[config.mk]
export PLATFORM = sky130hd
export DESIGN_NAME = spike_readout
export DESIGN_NICKNAME = d
export VERILOG_FILES = /design/src/rtl/spike_readout.sv
export SDC_FILE = /design/constraint.sdc
export NUM_CORES = 1
export LEC_CHECK = 0
export ABC_AREA = 1
export CAP_MARGIN = 20
export CORE_MARGIN = 2
export CORE_UTILIZATION = 45
export CTS_CLUSTER_DIAMETER = 100
export DETAILED_ROUTE_END_ITERATION = 12
export GPL_TIMING_DRIVEN = 0
export PLACE_DENSITY = 0.61
export SYNTH_ARGS = -nofsm -noshare
export SYNTH_HDL_FRONTEND = slang
export SYNTH_SLANG_ARGS = --single-unit
export TNS_END_PERCENT = 5
[constraint.sdc]
create_clock -name clk -period 5.47 [get_ports clk]
set_clock_uncertainty 0.2 [all_clocks]
set_input_delay 0.547 -clock clk [delete_from_list [all_inputs] [get_ports clk]]
set_output_delay 0.547 -clock clk [all_outputs]
set_load 0.02 [all_outputs]
[src/rtl/spike_readout.sv]
`default_nettype none
// ============================================================================
// Module   : spike_readout
// Brief    : Windowed per-channel spike-rate decoder with argmax result output.
// Revision : 1.0 - initial release
// ============================================================================

module spike_readout #(
   parameter int WINDOW = 16,
   parameter int CW     = 8
) (
   input  logic          clk,
   input  logic          rst_n,
   input  logic [7:0]    spikes,
   input  logic          in_valid,
   output logic          in_ready,
   output logic [2:0]    class_id,
   output logic [CW-1:0] max_count,
   output logic          out_valid,
   input  logic          out_ready
);

   typedef enum logic [1:0] {
      ST_ACCUM = 2'd0,
      ST_SCAN  = 2'd1,
      ST_HOLD  = 2'd2
   } state_t;

   localparam logic [7:0]    c_last_sample = 8'(WINDOW - 1);
   localparam logic [CW-1:0] c_cnt_max     = {CW{1'b1}};
   localparam logic [CW-1:0] c_cnt_one     = CW'(1);

   state_t        r_state;
   state_t        w_state_next;
   logic [7:0]    r_sample_cnt;
   logic [2:0]    r_scan_idx;
   logic [CW-1:0] r_best_val;
   logic [2:0]    r_best_idx;
   logic [2:0]    r_class_id;
   logic [CW-1:0] r_max_count;
   logic          r_out_valid;

   logic [CW-1:0] w_cnt [8];
   logic          w_accept;
   logic          w_window_done;
   logic          w_release;
   logic [CW-1:0] w_sel_val;
   logic [CW-1:0] w_base_val;
   logic [2:0]    w_base_idx;
   logic [CW-1:0] w_new_val;
   logic [2:0]    w_new_idx;

   assign in_ready      = (r_state == ST_ACCUM);
   assign class_id      = r_class_id;
   assign max_count     = r_max_count;
   assign out_valid     = r_out_valid;

   assign w_accept      = in_valid && in_ready;
   assign w_window_done = w_accept && (r_sample_cnt == c_last_sample);
   assign w_release     = (r_state == ST_HOLD) && r_out_valid && out_ready;

   // Per-channel saturating spike counters, cleared when the result is taken
   generate
      for (genvar g = 0; g < 8; g++) begin : g_chan
         logic [CW-1:0] r_cnt;

         always_ff @(posedge clk or negedge rst_n) begin
            if (!rst_n) begin
               r_cnt <= '0;
            end else if (w_release) begin
               r_cnt <= '0;
            end else if (w_accept && spikes[g] && (r_cnt != c_cnt_max)) begin
               r_cnt <= r_cnt + c_cnt_one;
            end
         end

         assign w_cnt[g] = r_cnt;
      end
   endgenerate

   always_ff @(posedge clk or negedge rst_n) begin
      if (!rst_n) begin
         r_state <= ST_ACCUM;
      end else begin
         r_state <= w_state_next;
      end
   end

   always_comb begin
      w_state_next = r_state;
      case (r_state)
         ST_ACCUM: if (w_window_done)       w_state_next = ST_SCAN;
         ST_SCAN:  if (r_scan_idx == 3'd7)  w_state_next = ST_HOLD;
         ST_HOLD:  if (w_release)           w_state_next = ST_ACCUM;
         default:                           w_state_next = ST_ACCUM;
      endcase
   end

   // Index 0 compares against a zero best, so an all-zero window yields class 0
   always_comb begin
      w_sel_val  = w_cnt[r_scan_idx];
      w_base_val = r_best_val;
      w_base_idx = r_best_idx;
      if (r_scan_idx == 3'd0) begin
         w_base_val = '0;
         w_base_idx = 3'd0;
      end
      w_new_val = w_base_val;
      w_new_idx = w_base_idx;
      if (w_sel_val > w_base_val) begin
         w_new_val = w_sel_val;
         w_new_idx = r_scan_idx;
      end
   end

   always_ff @(posedge clk or negedge rst_n) begin
      if (!rst_n) begin
         r_sample_cnt <= '0;
         r_scan_idx   <= '0;
         r_best_val   <= '0;
         r_best_idx   <= '0;
         r_class_id   <= '0;
         r_max_count  <= '0;
         r_out_valid  <= 1'b0;
      end else begin
         if (w_accept) begin
            if (w_window_done) begin
               r_sample_cnt <= '0;
               r_scan_idx   <= '0;
            end else begin
               r_sample_cnt <= r_sample_cnt + 8'd1;
            end
         end
         if (r_state == ST_SCAN) begin
            r_best_val <= w_new_val;
            r_best_idx <= w_new_idx;
            r_scan_idx <= r_scan_idx + 3'd1;
            if (r_scan_idx == 3'd7) begin
               r_class_id  <= w_new_idx;
               r_max_count <= w_new_val;
               r_out_valid <= 1'b1;
            end
         end
         if (w_release) begin
            r_out_valid <= 1'b0;
         end
      end
   end

endmodule

`default_nettype wire

======== Yosys cells after proc, flatten, opt, wreduce, memory -nomap -nowiden ========
Index checks and enable logic that the tools add are counted.
operators by class
  $add $sub $neg .......................... 10
  multiply operators ...................... 0
  div/mod/pow operators ................... 0
  magnitude comparators ................... 2
  equal/unequal tests ..................... 15
  shifts and indexed selects .............. 0
  multiplexer cells ....................... 34
  bitwise logic cells ..................... 1
  reduce and logical (&&, ||, !) cells .... 38
operators with widths
  cell                                                                      number
  8-bit 2-to-1 mux                                                          21
  8-bit by 1-bit adder with 8-bit output (second input constant)            9
  8-bit inequality test (second input constant)                             8
  8-bit binary-select mux with 3-bit select                                 1
  2-bit nonzero test                                                        12
  1-bit logical AND                                                         20
  3-bit 2-to-1 mux                                                          5
  8-bit by 4-bit equality test with 1-bit output (second input constant)    1
  8-bit > comparator                                                        1
  2-bit 2-to-1 mux                                                          3
  2-bit case mux with 3 select lines                                        1
  2-bit AND reduction                                                       3
  4-bit >= comparator (second input constant)                               1
  2-bit by 1-bit inequality test with 1-bit output (second input constant)  2
  3-bit inverter with 4-bit output                                          1
  3-bit by 1-bit adder with 3-bit output (second input constant)            1
  3-bit equality test (second input constant)                               1
  3-bit zero test                                                           1
  1-bit 2-to-1 mux                                                          3
  3-bit AND reduction                                                       1
  2-bit by 1-bit equality test with 1-bit output (second input constant)    1
  2-bit equality test (second input constant)                               1
  2-bit zero test                                                           1
  2-bit inequality test (second input constant)                             1
storage, ports and cells
  register bits ........................... 100
  bits in latches ......................... 0
  bits in writable memories ............... 0
  ROM bits ................................ 0
  input port bits ......................... 12
  output and inout port bits .............. 13
  word-level logic and storage cells ...... 116
  memories kept ........................... 0

======== Depth between registers and ports, before layout ========
  word-level depth ........................ 6
  mapped depth ............................ 21
  gate-level depth less buffers ........... 17

======== Least setup slack after synthesis ========
OpenSTA, ideal clock, no wires.
  path kind ............................... register to register
  from .................................... reg r_scan_idx[1]
  to ...................................... reg r_best_val[0]
  library setup time ...................... 0.118 ns
  data arrival time ....................... 2.246 ns
  required time ........................... 5.152 ns
  slack ................................... 2.907 ns
  cell stages (with the launch flop) ...... 16
  path buffers ............................ 4
  clock period less this slack ............ 2.563 ns
  cell sequence ........................... dfrtp_1 buf_2 inv_2 buf_2 ha_1 nand2_1 buf_2 nand2_1 ha_1 nand2_1 inv_1 nand4_1 clkbuf_1 nand3_1 nand3_1 nand2_1
on the way
  word-level cells in the longest chain between the ends .. 6
  elaborated cells on any way between the ends .. 8
  classes of those cells .................. order compare (1); mux (5); bitwise (1); reduce/logical (1)
ends and longest elaborated chain
  element                                                 RTL line  text
  from (decl)                                             36        logic [2:0] r_scan_idx;
  from (signal assigned)                                  137       r_scan_idx <= r_scan_idx + 3'd1;
  3-bit inverter with 4-bit output (not written as such)  101       w_sel_val = w_cnt[r_scan_idx];
  8-bit binary-select mux with 3-bit select               101
  8-bit 2-to-1 mux (not written as such) (2 in a row)     101
  8-bit > comparator                                      110       if (w_sel_val > w_base_val) begin
  8-bit 2-to-1 mux (*)                                    110
  to (signal assigned)                                    135       r_best_val <= w_new_val;
  to (decl)                                               37        logic [CW-1:0] r_best_val;
Mark *: on every way between the ends. The rest lies on a longest branch, timed or not. The select of a mux whose other input is x is not followed.
A chain may end at the register's enable or synchronous reset.

======== Worst setup path after layout ========
  from .................................... reg r_scan_idx[1]
  to ...................................... reg r_max_count[6], in the netlist max_count[6]
on the way
  word-level cells in the longest chain between the ends .. 6
  elaborated cells on any way between the ends .. 10
  classes of those cells .................. order compare (1); eq/ne (1); mux (5); bitwise (1); reduce/logical (2)
ends and longest elaborated chain
  element                                                 RTL line  text
  3-bit inverter with 4-bit output (not written as such)  101
  8-bit binary-select mux with 3-bit select               101
  8-bit 2-to-1 mux (not written as such) (2 in a row)     101
  8-bit > comparator                                      110
  8-bit 2-to-1 mux                                        110
  to (signal assigned)                                    140       r_max_count <= w_new_val;
  to (decl)                                               40        logic [CW-1:0] r_max_count;
Several ways; a longest one is shown, not always the timed one. The select of a mux whose other input is x is not followed.

==> run_results.csv <==
group,metric,value,unit
status,status,"finished, final reports clean",
logic_synthesis,synthCells,835,
power_and_ir_drop,p_per_area,406,mW/mm2
sta,rsz0062_at_grt,"no",
power_and_ir_drop,p_clk_share,22.8,%
sta,fin_crit_sh,57.0,%
placement,globalplace.congestion,0.917,
grt,grt-ovfl-total,0,
logic_synthesis,synth_seq_cells,100,
placement,io_buffer_count,24,
clock_network,htreeDepth,3,
sta,worst_pin_slew,0.756,ns
power_and_ir_drop,power_leakage,3.37,nW
cells_and_area,syn_to_final_growth,12.9,%
logic_synthesis,post-synth-top-area-cell,"dfrtp_1",
grt,antenna_found_initial,0,
grt,grt_max_degree,53,
cells_and_area,n_fill_cell,1305,
power_and_ir_drop,p_sw,1.11,mW
sta,slew_headroom,49.6,%
drt,wire_per_inst,14.6,um
power_and_ir_drop,p_seq_share,42.0,%
sta,finalMaxSlewViolations,0,
cells_and_area,final_core_util,51.6,%
logic_synthesis,synth_warnings,0,
cells_and_area,drive_gt1_share,7.88,%
clock_network,tritoncts.num_buffers,9,
die,die_area,0.0143,mm2
die,fp.dieW,120,um
drt,drt-vias-per-instance,5.27,
power_and_ir_drop,netSwitchingFraction,40.5,%
drt,remaining_drc_errors,0,
placement,hpwl,11.5,mm
die,fp-row-count,42,
sta,hold_viol,0,
worst_setup_path,cp-startpoint,"r_scan_idx[1]",
worst_setup_path,crit_required,5.52,ns
logic_synthesis,avgSynthCellArea,7.19,um2
sta,setup_viol,0,
die,start_util,45.7,%
sta,max_freq,0.321,GHz
logic_synthesis,syn-cell-area,0.00600,mm2
worst_setup_path,r2r-start,"r_scan_idx[1]",
logic_synthesis,syn-num-nets,867,
worst_setup_path,path_class,"register to register",
worst_setup_path,critPathLaunchType,"register",
grt,grt_pass1_vias,5224,
worst_setup_path,path_max_fanout,10,
worst_setup_path,worstPathArrival,3.17,ns
logic_synthesis,synth_top_area_share,41.7,%
logic_synthesis,synth_area_leaders,"dfrtp_1 (42%), nand2_1 (15%), nand3_1 (10%)",
cells_and_area,antenna_cells,0,
drt,drtAntennaViolNets,0,
worst_setup_path,critPathCaptureType,"register",
clock_network,ctsHoldBuffers,0,
clock_network,cts_setup_buffers,0,
cells_and_area,final_common_cell,"nand2_1",
job,cap_violations,0,
sta,setup_ws,2.35,ns
cells_and_area,final_cell_mix,"nand2_1 (246), nand3_1 (122), dfrtp_1 (100)",
worst_hold_path,hp-class,"input pin to asynchronous set/reset pin",
placement,dp.cells,1036,
clock_network,clock_path_buffers,2,
clock_network,numClockSinks,100,
power_and_ir_drop,comb_power_share,35.2,%
drt,wl,15.4,mm
grt,track_usage,22.8,%
grt,grt_pass1_wl,25.5,mm
sta,timing.final.crit_period,3.12,ns
clock_network,cts-root-buf,"clkbuf_16",
power_and_ir_drop,cell_internal_pwr,1.63,mW
cells_and_area,layout.cells.non_filler,1052,
logic_synthesis,seq_area_frac_synth,41.7,%
die,io_pins,25,
power_and_ir_drop,ir_worst_vdd,0.274,mV
die,die_y,120,um
drt,first_pass_iters,4,
drt,via_count,5546,
sta,tns,0,ns
clock_network,cts_tree,"yes",
drt,first_iter_violations,303,
clock_network,path_clk_slew,0.07,ns
clock_network,clk_latency,0.36,ns
cells_and_area,fin_nets,903,
placement,dp_slack,2.38,ns
die,fp.coreArea,0.0131,mm2
clock_network,cts.repair.resized,0,
logic_synthesis,yosysUniqueCellTypes,30,
==> cell type report <==
type	instances	area, um2	share of cell area, %
plain buffers	27	141	2.09
inverters	99	377	5.56
flip-flops and latches	100	2500	36.9
repair buffers	25	265	3.92
clock inverters	3	26.3	0.388
multi-input cells	609	2980	44.0
clock buffers	13	260	3.84
well taps	176	220	3.25
==> worst paths after layout <==
| path | to | slack, ns | depth (start not counted) |
|---|---|---|---|
| worst min register to register | r_sample_cnt[7] | 0.27 | 1 |
| worst max register to register | max_count[6] | 2.35 | 17 |
| min in group clk | r_sample_cnt[7] | 0.27 | 1 |
| worst min-delay path | g_chan[0].r_cnt[4] | 0.03 | 1 |
| worst max-delay path | max_count[6] | 2.35 | 17 |
| max in group asynchronous | g_chan[0].r_cnt[0] | 4.36 | 2 |
==> kinds of logic (layout without fill, tap and decap cells) <==
kind of cell	Yosys count	in the layout	synth area share [%]
and+or+nand+nor	494	494	37.2
AOI/OAI and AO/OA	90	90	7.54
buffers and inverters	126	167	8.63
adders and majority gates	20	20	4.17
DFF	100	100	41.7
xor gates and xnor gates	5	5	0.729
==> layer usage <==
metal | part of all wire (%) | vias up | track usage, %
met4 | 2.3 | 0 | 7.28
li1 | - | 2784 | -
met3 | 4.7 | 23 | 4.71
met5 | 0 | - | 0
met2 | 47 | 123 | 37.1
met1 | 46 | 2616 | 30.8
==> synth_stat cells, drive strengths merged <==
| master | count |
|---|---|
| a21o | 1 |
| a21oi | 25 |
| and2 | 1 |
| buf | 20 |
| clkbuf | 7 |
| clkinv | 1 |
| dfrtp | 100 |
| ha | 20 |
| inv | 98 |
| nand2 | 250 |
| nand3 | 131 |
| nand4 | 9 |
| nor2 | 55 |
| nor3 | 31 |
| nor3b | 3 |
| nor4 | 7 |
| o21ai | 64 |
| or2 | 7 |
| xor2 | 5 |
==> per-stage QoR <==
stage,area [um2],power (mW),hold slack (ns)
6_report,6780,2.75,0.0300
2_1_floorplan,6000,1.84,0.0514
4_1_cts,6780,2.76,0.0560
5_1_grt,6780,2.98,0.0811
3_5_place_dp,6490,2.13,0.260
3_3_place_gp,6460,2.08,0.259
==> worst max-delay path, cell delays in order, from the launching register on <==
cell     delay, ns
dfrtp_1       0.34
buf_2         0.20
inv_2         0.11
buf_2         0.22
ha_1          0.20
nand2_1       0.08
buf_2         0.23
nand2_1       0.12
ha_1          0.31
a21oi_1       0.17
nor2_1        0.05
nor2_1        0.08
nand2_1       0.09
nand2_1       0.08
buf_2         0.23
nand2_1       0.11
nand3_1       0.11
nand2_1       0.06
==> sequential cells by signal, summed over array words and instances, names as in the netlist <==
name / cells
r_state: 2
r_best_val: 8
class_id: 3
g_chan.r_cnt: 64
r_sample_cnt: 8
max_count: 8
out_valid: 1
r_best_idx: 3
r_scan_idx: 3
==> power groups by stage <==
stage | Clock [mW] | Combinational, mW | Sequential [mW]
3_3_place_gp | 0 | 0.932 | 1.15
5_1_grt | 0.672 | 1.12 | 1.19
6_report | 0.627 | 0.968 | 1.15
3_5_place_dp | 0 | 0.967 | 1.16
2_1_floorplan | 0 | 0.726 | 1.11
4_1_cts | 0.643 | 0.970 | 1.15
Note: power is estimated with default switching activity, not from simulation.
